==> src/rtl/logic_bist_pkg.sv <==
// Shared types and the reference model for the logic-unit BIST.
package logic_bist_pkg;

    localparam int EXP_W = 32;

    typedef enum logic [1:0] {
        OP_NOR = 2'b00,
        OP_AND = 2'b01,
        OP_OR  = 2'b10,
        OP_XOR = 2'b11
    } op_e;

    typedef enum logic [1:0] {
        IDLE  = 2'b00,
        RUN   = 2'b01,
        DRAIN = 2'b10,
        DONE  = 2'b11
    } state_e;

    // Callers zero-extend operands and truncate the result to their width.
    function automatic logic [EXP_W-1:0] expected(input op_e f,
                                                  input logic [EXP_W-1:0] a,
                                                  input logic [EXP_W-1:0] b);
        case (f)
            OP_NOR:  expected = ~(a | b);
            OP_AND:  expected = a & b;
            OP_OR:   expected = a | b;
            default: expected = a ^ b;
        endcase
    endfunction

endpackage

==> src/rtl/bist_delay_line.sv <==
// Aligns presented vectors with the unit's registered latency; depth 0 is a wire.
module bist_delay_line #(
    parameter int DEPTH = 0,
    parameter int DW    = 8
) (
    input  logic          i_clk,
    input  logic          i_rst,
    input  logic          i_valid,
    input  logic [DW-1:0] i_data,
    output logic          o_valid,
    output logic [DW-1:0] o_data
);

    generate
        if (DEPTH == 0) begin : g_pass
            logic w_unused_clk_rst;
            assign w_unused_clk_rst = i_clk ^ i_rst;
            assign o_valid = i_valid;
            assign o_data  = i_data;
        end else begin : g_shift
            logic [DEPTH-1:0]         r_vld;
            logic [DEPTH-1:0][DW-1:0] r_dat;

            always_ff @(posedge i_clk or posedge i_rst) begin
                if (i_rst) begin
                    r_vld <= '0;
                    r_dat <= '0;
                end else begin
                    r_vld[0] <= i_valid;
                    r_dat[0] <= i_data;
                    for (int i = 1; i < DEPTH; i++) begin
                        r_vld[i] <= r_vld[i-1];
                        r_dat[i] <= r_dat[i-1];
                    end
                end
            end

            assign o_valid = r_vld[DEPTH-1];
            assign o_data  = r_dat[DEPTH-1];
        end
    endgenerate

endmodule

==> src/rtl/logic_bist.sv <==
// Exhaustive operand sweep and checker for a bitwise logic unit.
module logic_bist
    import logic_bist_pkg::*;
#(
    parameter int WIDTH   = 4,
    parameter int DUT_LAT = 0,
    parameter int ERR_W   = 2*WIDTH+1
) (
    input  logic             clk,
    input  logic             reset,
    input  logic             start,
    input  logic [1:0]       op,
    output logic [WIDTH-1:0] a_o,
    output logic [WIDTH-1:0] b_o,
    input  logic [WIDTH-1:0] y_i,
    output logic             busy,
    output logic             done,
    output logic             pass,
    output logic [ERR_W-1:0] err_cnt,
    output logic [WIDTH-1:0] fail_a,
    output logic [WIDTH-1:0] fail_b,
    output logic [WIDTH-1:0] fail_y
);

    localparam int VW  = 2*WIDTH;
    localparam int DCW = (DUT_LAT > 1) ? $clog2(DUT_LAT) : 1;

    state_e           r_state, w_state_nxt;
    op_e              r_op;
    logic [VW-1:0]    r_vec;
    logic [DCW-1:0]   r_drain;
    logic [ERR_W-1:0] r_err;
    logic [ERR_W-1:0] w_err_nxt;
    logic             w_sweep_start;
    logic             w_dly_vld;
    logic [VW-1:0]    w_dly_dat;
    logic [WIDTH-1:0] w_dly_a, w_dly_b, w_exp;
    logic             w_mis;

    assign {a_o, b_o} = (r_state == IDLE) ? '0 : r_vec;
    assign busy       = (r_state == RUN) || (r_state == DRAIN);
    assign done       = (r_state == DONE);
    assign err_cnt    = r_err;

    assign w_sweep_start = start && ((r_state == IDLE) || (r_state == DONE));

    bist_delay_line #(.DEPTH(DUT_LAT), .DW(VW)) u_dly (
        .i_clk   (clk),
        .i_rst   (reset),
        .i_valid (r_state == RUN),
        .i_data  ({a_o, b_o}),
        .o_valid (w_dly_vld),
        .o_data  (w_dly_dat)
    );

    assign w_dly_a = w_dly_dat[VW-1:WIDTH];
    assign w_dly_b = w_dly_dat[WIDTH-1:0];
    assign w_exp   = WIDTH'(expected(r_op, EXP_W'(w_dly_a), EXP_W'(w_dly_b)));
    assign w_mis   = w_dly_vld && (y_i != w_exp);

    always_comb begin
        w_err_nxt = r_err;
        if (w_mis && (r_err != '1))
            w_err_nxt = r_err + 1'b1;
    end

    always_comb begin
        w_state_nxt = r_state;
        case (r_state)
            IDLE, DONE: if (start) w_state_nxt = RUN;
            RUN:        if (r_vec == '1) w_state_nxt = (DUT_LAT > 0) ? DRAIN : DONE;
            DRAIN:      if (r_drain == DCW'(DUT_LAT-1)) w_state_nxt = DONE;
            default:    w_state_nxt = IDLE;
        endcase
    end

    always_ff @(posedge clk or posedge reset) begin
        if (reset) r_state <= IDLE;
        else       r_state <= w_state_nxt;
    end

    always_ff @(posedge clk or posedge reset) begin
        if (reset) begin
            r_op    <= OP_NOR;
            r_vec   <= '0;
            r_drain <= '0;
            r_err   <= '0;
            fail_a  <= '0;
            fail_b  <= '0;
            fail_y  <= '0;
            pass    <= 1'b0;
        end else if (w_sweep_start) begin
            r_op    <= op_e'(op);
            r_vec   <= '0;
            r_drain <= '0;
            r_err   <= '0;
            fail_a  <= '0;
            fail_b  <= '0;
            fail_y  <= '0;
            pass    <= 1'b0;
        end else begin
            // vec parks on the last vector so DRAIN keeps presenting it
            if ((r_state == RUN) && (r_vec != '1))
                r_vec <= r_vec + 1'b1;
            if (r_state == DRAIN)
                r_drain <= r_drain + 1'b1;
            if (w_mis) begin
                r_err <= w_err_nxt;
                if (r_err == '0) begin
                    fail_a <= w_dly_a;
                    fail_b <= w_dly_b;
                    fail_y <= y_i;
                end
            end
            // the final compare lands on the same edge that enters DONE
            if ((w_state_nxt == DONE) && (r_state != DONE))
                pass <= (w_err_nxt == '0);
        end
    end

endmodule
==> config.mk <==
export PLATFORM = sky130hd
export DESIGN_NAME = logic_bist
export DESIGN_NICKNAME = d
export VERILOG_FILES = /design/src/rtl/logic_bist_pkg.sv /design/src/rtl/bist_delay_line.sv /design/src/rtl/logic_bist.sv
export SDC_FILE = /design/constraint.sdc
export NUM_CORES = 1
export LEC_CHECK = 0
export BUFFER_PORTS_ARGS = -buffer_cell sky130_fd_sc_hd__buf_2
export CAP_MARGIN = 5
export CELL_PAD_IN_SITES_DETAIL_PLACEMENT = 1
export CELL_PAD_IN_SITES_GLOBAL_PLACEMENT = 2
export CORE_UTILIZATION = 34
export CTS_CLUSTER_SIZE = 24
export DETAILED_ROUTE_END_ITERATION = 10
export PLACE_DENSITY_LB_ADDON = 0.1
export SLEW_MARGIN = 25
export SYNTH_ARGS = -nofsm -noshare
export SYNTH_HDL_FRONTEND = slang
export SYNTH_SLANG_ARGS = --single-unit
==> constraint.sdc <==
create_clock -name clk -period 3.1 [get_ports clk]
set_clock_uncertainty 0.1 [all_clocks]
set_input_delay 0.31 -clock clk [delete_from_list [all_inputs] [get_ports clk]]
set_output_delay 0.31 -clock clk [all_outputs]
set_load 0.01 [all_outputs]
# Yosys cells after proc, flatten, opt, wreduce, memory -nomap -nowiden
# Cells that the tools add are included.
# Widths: inputs -> output; s select.
# totals
reg_bits	35
elab_cells	69
# op_classes
add_sub_neg	3
n_eq_ne	11
mux	24
n_bitwise	4
n_reduce_logical	18
# op_table
operator	count
$mux 4	9
$mux 9	3
$mux 8	3
$logic_not 9->1	2
$pmux 4 s3	1
$reduce_bool 2->1	5
$add 9x1->9 const B	1
$ne 9x9->1 const B	1
$add 8x1->8 const B	1
$eq 2x2->1 const B	4
$eq 8x8->1 const B	1
$ne 8x8->1 const B	1
$mux 2	3
$pmux 2 s3	1
$logic_and 1x1->1	5
$and 4x4->4	1
$eq 2x1->1 const B	2
$logic_not 2->1	2
$mux 1	4
$ne 4x4->1	1
$not 4->4	1
$or 4x4->4	1
$xor 4x4->4	1
$logic_or 1x1->1	2
other kinds (4)	4

# Logic depth before layout (Yosys ltp)
# Gate-level depths: netlist of run 1.
# logic_depth
ltp_word	12
depth_mapped	13
depth_no_buf	12

# Hierarchy
# From an unflattened synthesis of run 1, not the netlist that was laid out.
# hier_totals
hier_cells	240
hier_area_um2	2263.4
# by_module_without_submodules
module	instances	cells_each	area_each_um2	seq_area_each_um2
logic_bist	1	231	2195.9	875.8
bist_delay_line	1	9	67.6	0.0

# Worst setup path before layout of run 1
# Ideal clock, no wire load.
# synth_timing
path_kind	register -> register
from	reg r_state[0]
to	reg pass
setup_time_ns	0.122
arrival_time_ns	2.563
required_ns	2.878
setup_slack_ns	0.316
path_stages_with_launch	13
cell_sequence	dfrtp_1 inv_1 ha_1 nand2b_1 inv_1 ha_1 mux2i_1 mux2i_1 xnor2_1 o2111ai_2 and3_1 mux2_1 a32o_1
# synth_via
elab_chain_len	12
# synth_rtl
element	line	text
start, declared	logic_bist.sv:28	state_e r_state, w_state_nxt;
start signal, assigned	logic_bist.sv:79	else r_state <= w_state_nxt;
$logic_not 2->1 *	logic_bist.sv:40	assign {a_o, b_o} = (r_state == IDLE) ? '0 : r_vec;
$mux 8 *	logic_bist.sv:40	
via a_o[1]	logic_bist.sv:13	output logic [WIDTH-1:0] a_o,
$or 4x4->4	logic_bist_pkg.sv:25, logic_bist_pkg.sv:27	
$not 4->4	logic_bist_pkg.sv:25	OP_NOR: expected = ~(a | b);
$pmux 4 s3 *	logic_bist_pkg.sv:24	case (f)
$ne 4x4->1 *	logic_bist.sv:59	assign w_mis = w_dly_vld && (y_i != w_exp);
$logic_and 1x1->1 *	logic_bist.sv:59	
$logic_and 1x1->1 *	logic_bist.sv:63	if (w_mis && (r_err != '1))
$mux 9 *	logic_bist.sv:63	
$logic_not 9->1 *	logic_bist.sv:117	pass <= (w_err_nxt == '0);
$mux 1 *	logic_bist.sv:116	if ((w_state_nxt == DONE) && (r_state != DONE))
$mux 1 *	logic_bist.sv:92	end else if (w_sweep_start) begin
end signal, assigned	logic_bist.sv:117	
end, declared	logic_bist.sv:18	output logic pass,
# Mark *: on every way through the listed nets, which the timed path passes. The rest lies on a longest branch. The select of a mux whose other input is x is not followed.
# A chain may end at the register's enable or synchronous reset.

# Worst setup path after layout of run 1
# layout_timing
from	reg r_state[0]
to	reg pass
# layout_via
elab_chain_len	12
# layout_rtl
element	line
$logic_not 2->1	logic_bist.sv:40, logic_bist.sv:45, logic_bist.sv:69
$mux 8	logic_bist.sv:40
$or 4x4->4	logic_bist_pkg.sv:25, logic_bist_pkg.sv:27
$not 4->4	logic_bist_pkg.sv:25
$pmux 4 s3	logic_bist_pkg.sv:24
$ne 4x4->1	logic_bist.sv:59
$logic_and 1x1->1	logic_bist.sv:59
$logic_and 1x1->1	logic_bist.sv:63
$mux 9	logic_bist.sv:63
$logic_not 9->1	logic_bist.sv:117
$mux 1	logic_bist.sv:116
$mux 1	logic_bist.sv:92
# Parallel ways exist; a longest one is shown, timed or not. The select of a mux whose other input is x is not followed.

==> flow_metrics.py, run 1 <==
metrics = {
    "status": {
        "outcome": "finished clean",
    },
    "logic_synthesis": {
        "avgSynthCellArea_sq_um": 9.31,
        "post-synth-top-count-cell": "nor2_1",
        "ys_top_cells_by_area": "dfrtp_1 39%, mux2i_1 8.5%, ha_1 7.8%",
        "yosysWarnings": 0,
        "synth_top_cell_area_share_pct": 39.2,
        "synthDistinctLibCells": 43,
        "synth_top_area_cell": "dfrtp_1",
        "ys_ff_latch": 35,
        "netlist_area_sq_um": 2230,
        "synth_nets": 263,
        "async_flop_share_pct": 100,
        "ys_top_cells_by_count": "38 x nor2_1, 35 x dfrtp_1, 19 x mux2i_1",
        "netlist_instances": 240,
        "synth-seq-area-share_pct": 39.2,
        "synthFlopType": "dfrtp_1",
        "synth-edff-count": 0,
    },
    "place": {
        "dp_hpwl_mm": 4.26,
        "io_buffers": 40,
        "globalplace.congestion": 0.782,
    },
    "die": {
        "dieWidth_um": 83.1,
        "io_pins": 41,
        "rows": 29,
        "core_sq_um": 6350,
        "die_area_sq_um": 6900,
        "chipHeight_um": 83.1,
        "start_util_pct": 35.2,
    },
    "sta": {
        "drv_slew": 0,
        "rsz0062_at_grt": "false",
        "min_period_over_period_pct": 92.2,
        "slew_headroom_pct": 66.7,
        "finalSetupViolCount": 0,
        "tightest_slew_ps": 500,
        "fmax_mhz": 350,
        "setup_tns_ps": 0,
        "hold_viol_final": 0,
        "fin_crit_ps": 2860,
        "hold-worst-slack_ps": 18.5,
    },
    "global_route": {
        "grt_pass1_wl_mm": 9.68,
        "grtUsageTotal_pct": 17.9,
        "grt_remaining_overflow": 0,
        "grt_max_degree": 36,
        "grt_pass1_vias": 1924,
        "antenna_found_initial": 0,
    },
    "worst_setup_path": {
        "worstPathArrival_ps": 2990,
        "r2r-end": "pass$_DFFE_PP0P_",
        "path_cells": "inv_1 -> ha_4 -> nand2b_1 -> ha_1 -> mux2i_1 -> mux2i_1 -> xnor2_2 -> o2111a_2 -> or4_1 -> a211oi_2 -> a32o_1",
        "cp-end-kind": "flip-flop",
        "r2r_slack_ps": 240,
        "rr_worst_depth": 11,
        "cp_slowest_cell": "or4_1",
        "r2r_start": "r_state[0]$_DFF_PP0_",
        "worst_setup_path_start_kind": "flip-flop",
        "cp.required_ps": 3230,
        "critPathKind": "flip-flop to flip-flop",
        "crit_top_cell": "mux2i_1",
        "critPathMaxFanout": 9,
        "max_stage_delay_ps": 500,
    },
    "route": {
        "dr.first_iter.drc_count": 44,
        "wl_mm": 5.68,
        "drc": 0,
        "vias": 1846,
        "drt.antenna.violating_nets": 0,
        "avgRoutedWirePerCell_um": 15.7,
        "drt-pass1-iter-count": 4,
        "via_per_inst": 5.11,
    },
    "power_and_ir_drop": {
        "ir_drop_v": 0.000377,
        "power_mw": 2.37,
        "power_per_cell_area_nw_per_um2": 891,
        "p_leak_nw": 1.34,
    },
    "final_layout": {
        "area_growth_pct": 18.9,
        "drive_gt1_share_pct": 22.9,
        "final_nets": 306,
        "antennaDiodeCount": 0,
        "fillers": 748,
        "post-route-util_pct": 41.8,
    },
    "clocking": {
        "ctsHtreeMaxLevel": 2,
        "cts_tree": "done",
        "post_cts_buffers": 0,
        "cts.path.max_buffers": 2,
        "cts.sinks": 35,
        "cts.clk_slew.worst_paths_ps": 80,
        "cts_root_buf": "clkbuf_8",
        "insertion_delay_ps": 290,
        "cts_buffers": 5,
    },
    "worst_hold_path": {
        "min_path_type": "input pin to async pin",
    },
    "flow_run": {
        "maxCapViolations": 0,
    },
}
==> cell type report <==
cell class / instances / area, sq um / share of cell area [%]
repair buffers: 46 / 245 / 9.23
multi-input cells: 179 / 1280 / 48.1
clock buffers: 8 / 100 / 3.77
flip-flops and latches: 35 / 876 / 33.0
well taps: 77 / 96.3 / 3.63
inverters: 16 / 60.1 / 2.26
==> power by group <==
part	switching [mW]	total, mW	internal, mW
sequential	0.173	0.759	0.585
clock	0.170	0.373	0.203
combinational	0.676	1.23	0.558
==> worst max path at each step <==
stage,slack (ps),start,endpoint
2_1_floorplan,320,r_state[0]$_DFF_PP0_,pass$_DFFE_PP0P_
3_3_place_gp,190,r_state[0]$_DFF_PP0_,pass$_DFFE_PP0P_
3_5_place_dp,90,r_state[0]$_DFF_PP0_,pass$_DFFE_PP0P_
4_1_cts,100,r_state[0]$_DFF_PP0_,pass$_DFFE_PP0P_
5_1_grt,40,r_state[1]$_DFF_PP0_,pass$_DFFE_PP0P_
6_report,240,r_state[0]$_DFF_PP0_,pass$_DFFE_PP0P_
==> flip-flops by register name, indices dropped and copies added (netlist names) <==
signal	cells
pass	1
r_state	2
fail_a	4
fail_b	4
err_cnt	9
r_op	2
r_drain	1
fail_y	4
r_vec	8
==> metal layers <==
layer / global-route usage, % / share of wire (%)
met1: 23.0 / 47
met2: 29.8 / 49
met3: 3.28 / 2.2
met4: 6.58 / 1.6
met5: 0 / 0
==> cell usage in the layout, fill, tap and decap left out, types with 2 or more instances in the layout <==
master	instances
nand2b_1	8
o22ai_1	2
nand2_1	8
dfrtp_1	35
buf_2	40
xnor2_2	2
and3_1	5
mux2i_1	19
or3_1	2
nor2b_1	3
buf_4	6
nor2b_2	3
xor2_1	5
clkbuf_8	7
nor3_1	3
a21oi_1	7
nand4_1	4
xnor2_1	14
o21ai_0	7
nor2_1	38
nor4_1	2
inv_1	16
nand3_1	9
ha_1	13
a31oi_1	5
==> logic make-up (layout without fill, tap and decap cells) <==
logic type	Yosys count	in the layout	synth area share (%)
and+or+nand+nor	92	92	20.9
DFF	35	35	39.2
AOI/OAI and AO/OA	31	31	9.41
buffers and inverters	26	70	4.87
xor gates and xnor gates	21	21	8.24
muxes	21	21	9.52
adders and majority gates	14	14	7.84
==> through the flow <==
step | cells | area (sq um) | setup slack [ps]
6_report | 361 | 2660 | 242
5_1_grt | 361 | 2660 | 37.9
4_1_cts | 361 | 2630 | 95.5
3_5_place_dp | 353 | 2530 | 87.3
3_3_place_gp | 353 | 2530 | 192
2_1_floorplan | 240 | 2230 | 316
==> worst max-delay path, delay by kind of cell, from the launching register on <==
family	cells	cell delay [ps]
multiplexers	2	270
AND/OR/NAND/NOR	2	670
AO/OA/AOI/OAI	3	600
buffers and inverters	1	110
XOR/XNOR	1	170
flip-flops	1	380
adder cells (fa/ha/maj)	2	490
==> repair_timing <==
| action | 4_1_cts | 5_1_grt |
|---|---|---|
| endpoints found under the setup margin | 0 | 13 |
| resized for setup | 0 | 4 |
| hold endpoints to repair | 0 | 0 |
| hold buffers | 0 | 0 |
Note: power is estimated with default switching activity, not from simulation.
==> inputs of run 2 (changes only) <==
Settings changed: CORE_UTILIZATION 34 to 35, MAX_ROUTING_LAYER set to met4, PLACE_DENSITY set to 0.85, PLACE_DENSITY_LB_ADDON 0.1 to unset.
Clock period 3.1 ns to 3.64 ns, I/O delays scaled along.
==> run 2 against run 1 <==
Effect of this change:
- register-to-register slack better by 140 ps
- critical path depth is 1 higher
- largest power group unchanged
- combinational power is 18% lower
- largest cell class unchanged
- hold slack better by 41 ps
- sequential power is 15% lower
- first-iteration DRC count is 130% higher
- sequential cell count stayed put
- cell count is 1.4% lower
- die area is 2.8% lower
==> flow_metrics.py, run 2 (same netlist as run 1, synthesis figures left out) <==
metrics = {
    "global_route": {
        "grt_pass1_wl_mm": 9.37,
        "grt_max_degree": 36,
        "grtUsageTotal_pct": 19.1,
        "grt_pass1_vias": 1952,
        "antenna_found_initial": 0,
        "grt_remaining_overflow": 0,
    },
    "clocking": {
        "insertion_delay_ps": 290,
        "post_cts_buffers": 0,
        "postCtsHoldBufs": 0,
        "cts.clk_slew.worst_paths_ps": 80,
        "cts.sinks": 35,
        "cts.path.max_buffers": 2,
        "cts_tree": "done",
        "cts_buffers": 5,
        "cts_root_buf": "clkbuf_8",
        "post_cts_resized": 0,
        "ctsHtreeMaxLevel": 2,
    },
    "place": {
        "globalplace.congestion": 0.818,
        "dp_slack_ps": 405,
        "dp_hpwl_mm": 4.24,
        "placed_cell_area_sq_um": 2500,
        "io_buffers": 40,
    },
    "sta": {
        "finalSetupViolCount": 0,
        "rsz0062_at_grt": "false",
        "min_period_over_period_pct": 89.5,
        "drv_slew": 0,
        "fin_crit_ps": 3260,
        "tightest_slew_ps": 509,
        "setup_slack_ps": 382,
        "slew_headroom_pct": 66.1,
        "setup_tns_ps": 0,
        "fmax_mhz": 307,
        "hold_viol_final": 0,
    },
    "final_layout": {
        "final_cell_mix": "40 x buf_2, 38 x nor2_1, 35 x dfrtp_1",
        "post-route-util_pct": 43.0,
        "fin_area_sq_um": 2590,
        "final_common_cell": "buf_2",
        "area_growth_pct": 15.9,
        "drive_gt1_share_pct": 21.0,
        "final_nets": 303,
        "fillers": 756,
        "largest_reg_flops": 9,
        "antennaDiodeCount": 0,
    },
    "worst_setup_path": {
        "cp.required_ps": 3710,
        "path_cells": "inv_1 -> ha_1 -> nand2b_1 -> inv_1 -> ha_1 -> mux2i_1 -> mux2i_1 -> xnor2_1 -> o2111ai_2 -> and3_1 -> mux2_1 -> a32o_1",
        "critPathBufInv": 2,
        "worstPathArrival_ps": 3330,
        "cp-end-kind": "flip-flop",
        "path_delay_family": "compound AO/OA/AOI/OAI gates",
        "max_stage_delay_ps": 420,
        "critPathKind": "flip-flop to flip-flop",
        "worst_setup_path_start_kind": "flip-flop",
        "r2r_slack_ps": 380,
        "cp_slowest_cell": "dfrtp_1",
        "critPathMaxFanout": 9,
    },
    "die": {
        "start_util_pct": 37.1,
        "core_sq_um": 6030,
        "rows": 28,
        "chipHeight_um": 81.9,
        "dieWidth_um": 81.9,
        "die_area_sq_um": 6700,
        "io_pins": 41,
    },
    "status": {
        "outcome": "finished clean",
    },
    "flow_run": {
        "maxCapViolations": 0,
    },
    "worst_hold_path": {
        "min_path_type": "input pin to async pin",
    },
    "route": {
        "wl_met3_um": 152,
        "m1WireLength_mm": 2.73,
        "dr_wl_met2_mm": 2.74,
        "dr.first_iter.drc_count": 102,
        "via_per_inst": 5.22,
        "drt.antenna.violating_nets": 0,
        "wl_mm": 5.68,
        "vias": 1857,
        "drc": 0,
        "avgRoutedWirePerCell_um": 16.0,
        "drt-pass1-iter-count": 4,
        "top_layer_used": "met4",
    },
    "power_and_ir_drop": {
        "ir_drop_v": 0.000310,
        "p_leak_nw": 1.30,
        "power_mw": 1.94,
        "power_per_cell_area_nw_per_um2": 748,
    },
}
[run 2: cell types whose count changed in the layout (fill, tap and decap cells not counted), sizes merged]
cell / delta
buf: -3
clkbuf: -2
clkinv: +1
clkinvlp: +1
[run 2: final cells by class]
cell class / count / area [sq um] / share of cell area [%]
tap: 75 / 93.8 / 3.62
clock buffer: 6 / 72.6 / 2.80
timing repair buffer: 43 / 223 / 8.60
clock inverter: 2 / 12.5 / 0.483
sequential: 35 / 876 / 33.8
inverter: 16 / 60.1 / 2.32
multi-input combinational: 179 / 1250 / 48.3
[run 2: final timing paths]
check / depth (start not counted) / to / start
hold / removal: 3 / r_drain$_DFFE_PP0P_ / reset
min in group clk: 3 / r_op[0]$_DFFE_PP0P_ / op[0]
setup / recovery: 12 / pass$_DFFE_PP0P_ / r_state[1]$_DFF_PP0_
setup reg to reg: 12 / pass$_DFFE_PP0P_ / r_state[1]$_DFF_PP0_
hold reg to reg: 2 / fail_a[0]$_DFFE_PP0P_ / fail_a[0]$_DFFE_PP0P_
max in group asynchronous: 3 / err_cnt[5]$_DFFE_PP0P_ / reset
[run 2: worst min-delay path: stages]
cell and delay [ps]:
buf_2 90, inv_1 40, buf_4 390
[run 2: report_power, final]
part	leakage, nW	switching (mW)	total, mW	internal [mW]
Sequential	0.463	0.148	0.647	0.498
Combinational	0.799	0.575	1.01	0.436
Clock	0.0412	0.146	0.279	0.134
Total	1.30	0.869	1.94	1.07
[run 2: metal layers]
| metal | vias to the layer above | global-route usage [%] |
|---|---|---|
| met5 | - | - |
| met4 | 0 | 5.09 |
| met3 | 7 | 3.11 |
| met2 | 30 | 31.5 |
| met1 | 917 | 24.2 |
| li1 | 903 | - |
[run 2: metrics by stage]
step | instances | hold slack [ps]
global route | 356 | 109
CTS | 356 | 75.2
detailed placement | 348 | 397
global placement | 348 | 396
floorplan | 240 | 381
finish | 356 | 59.6
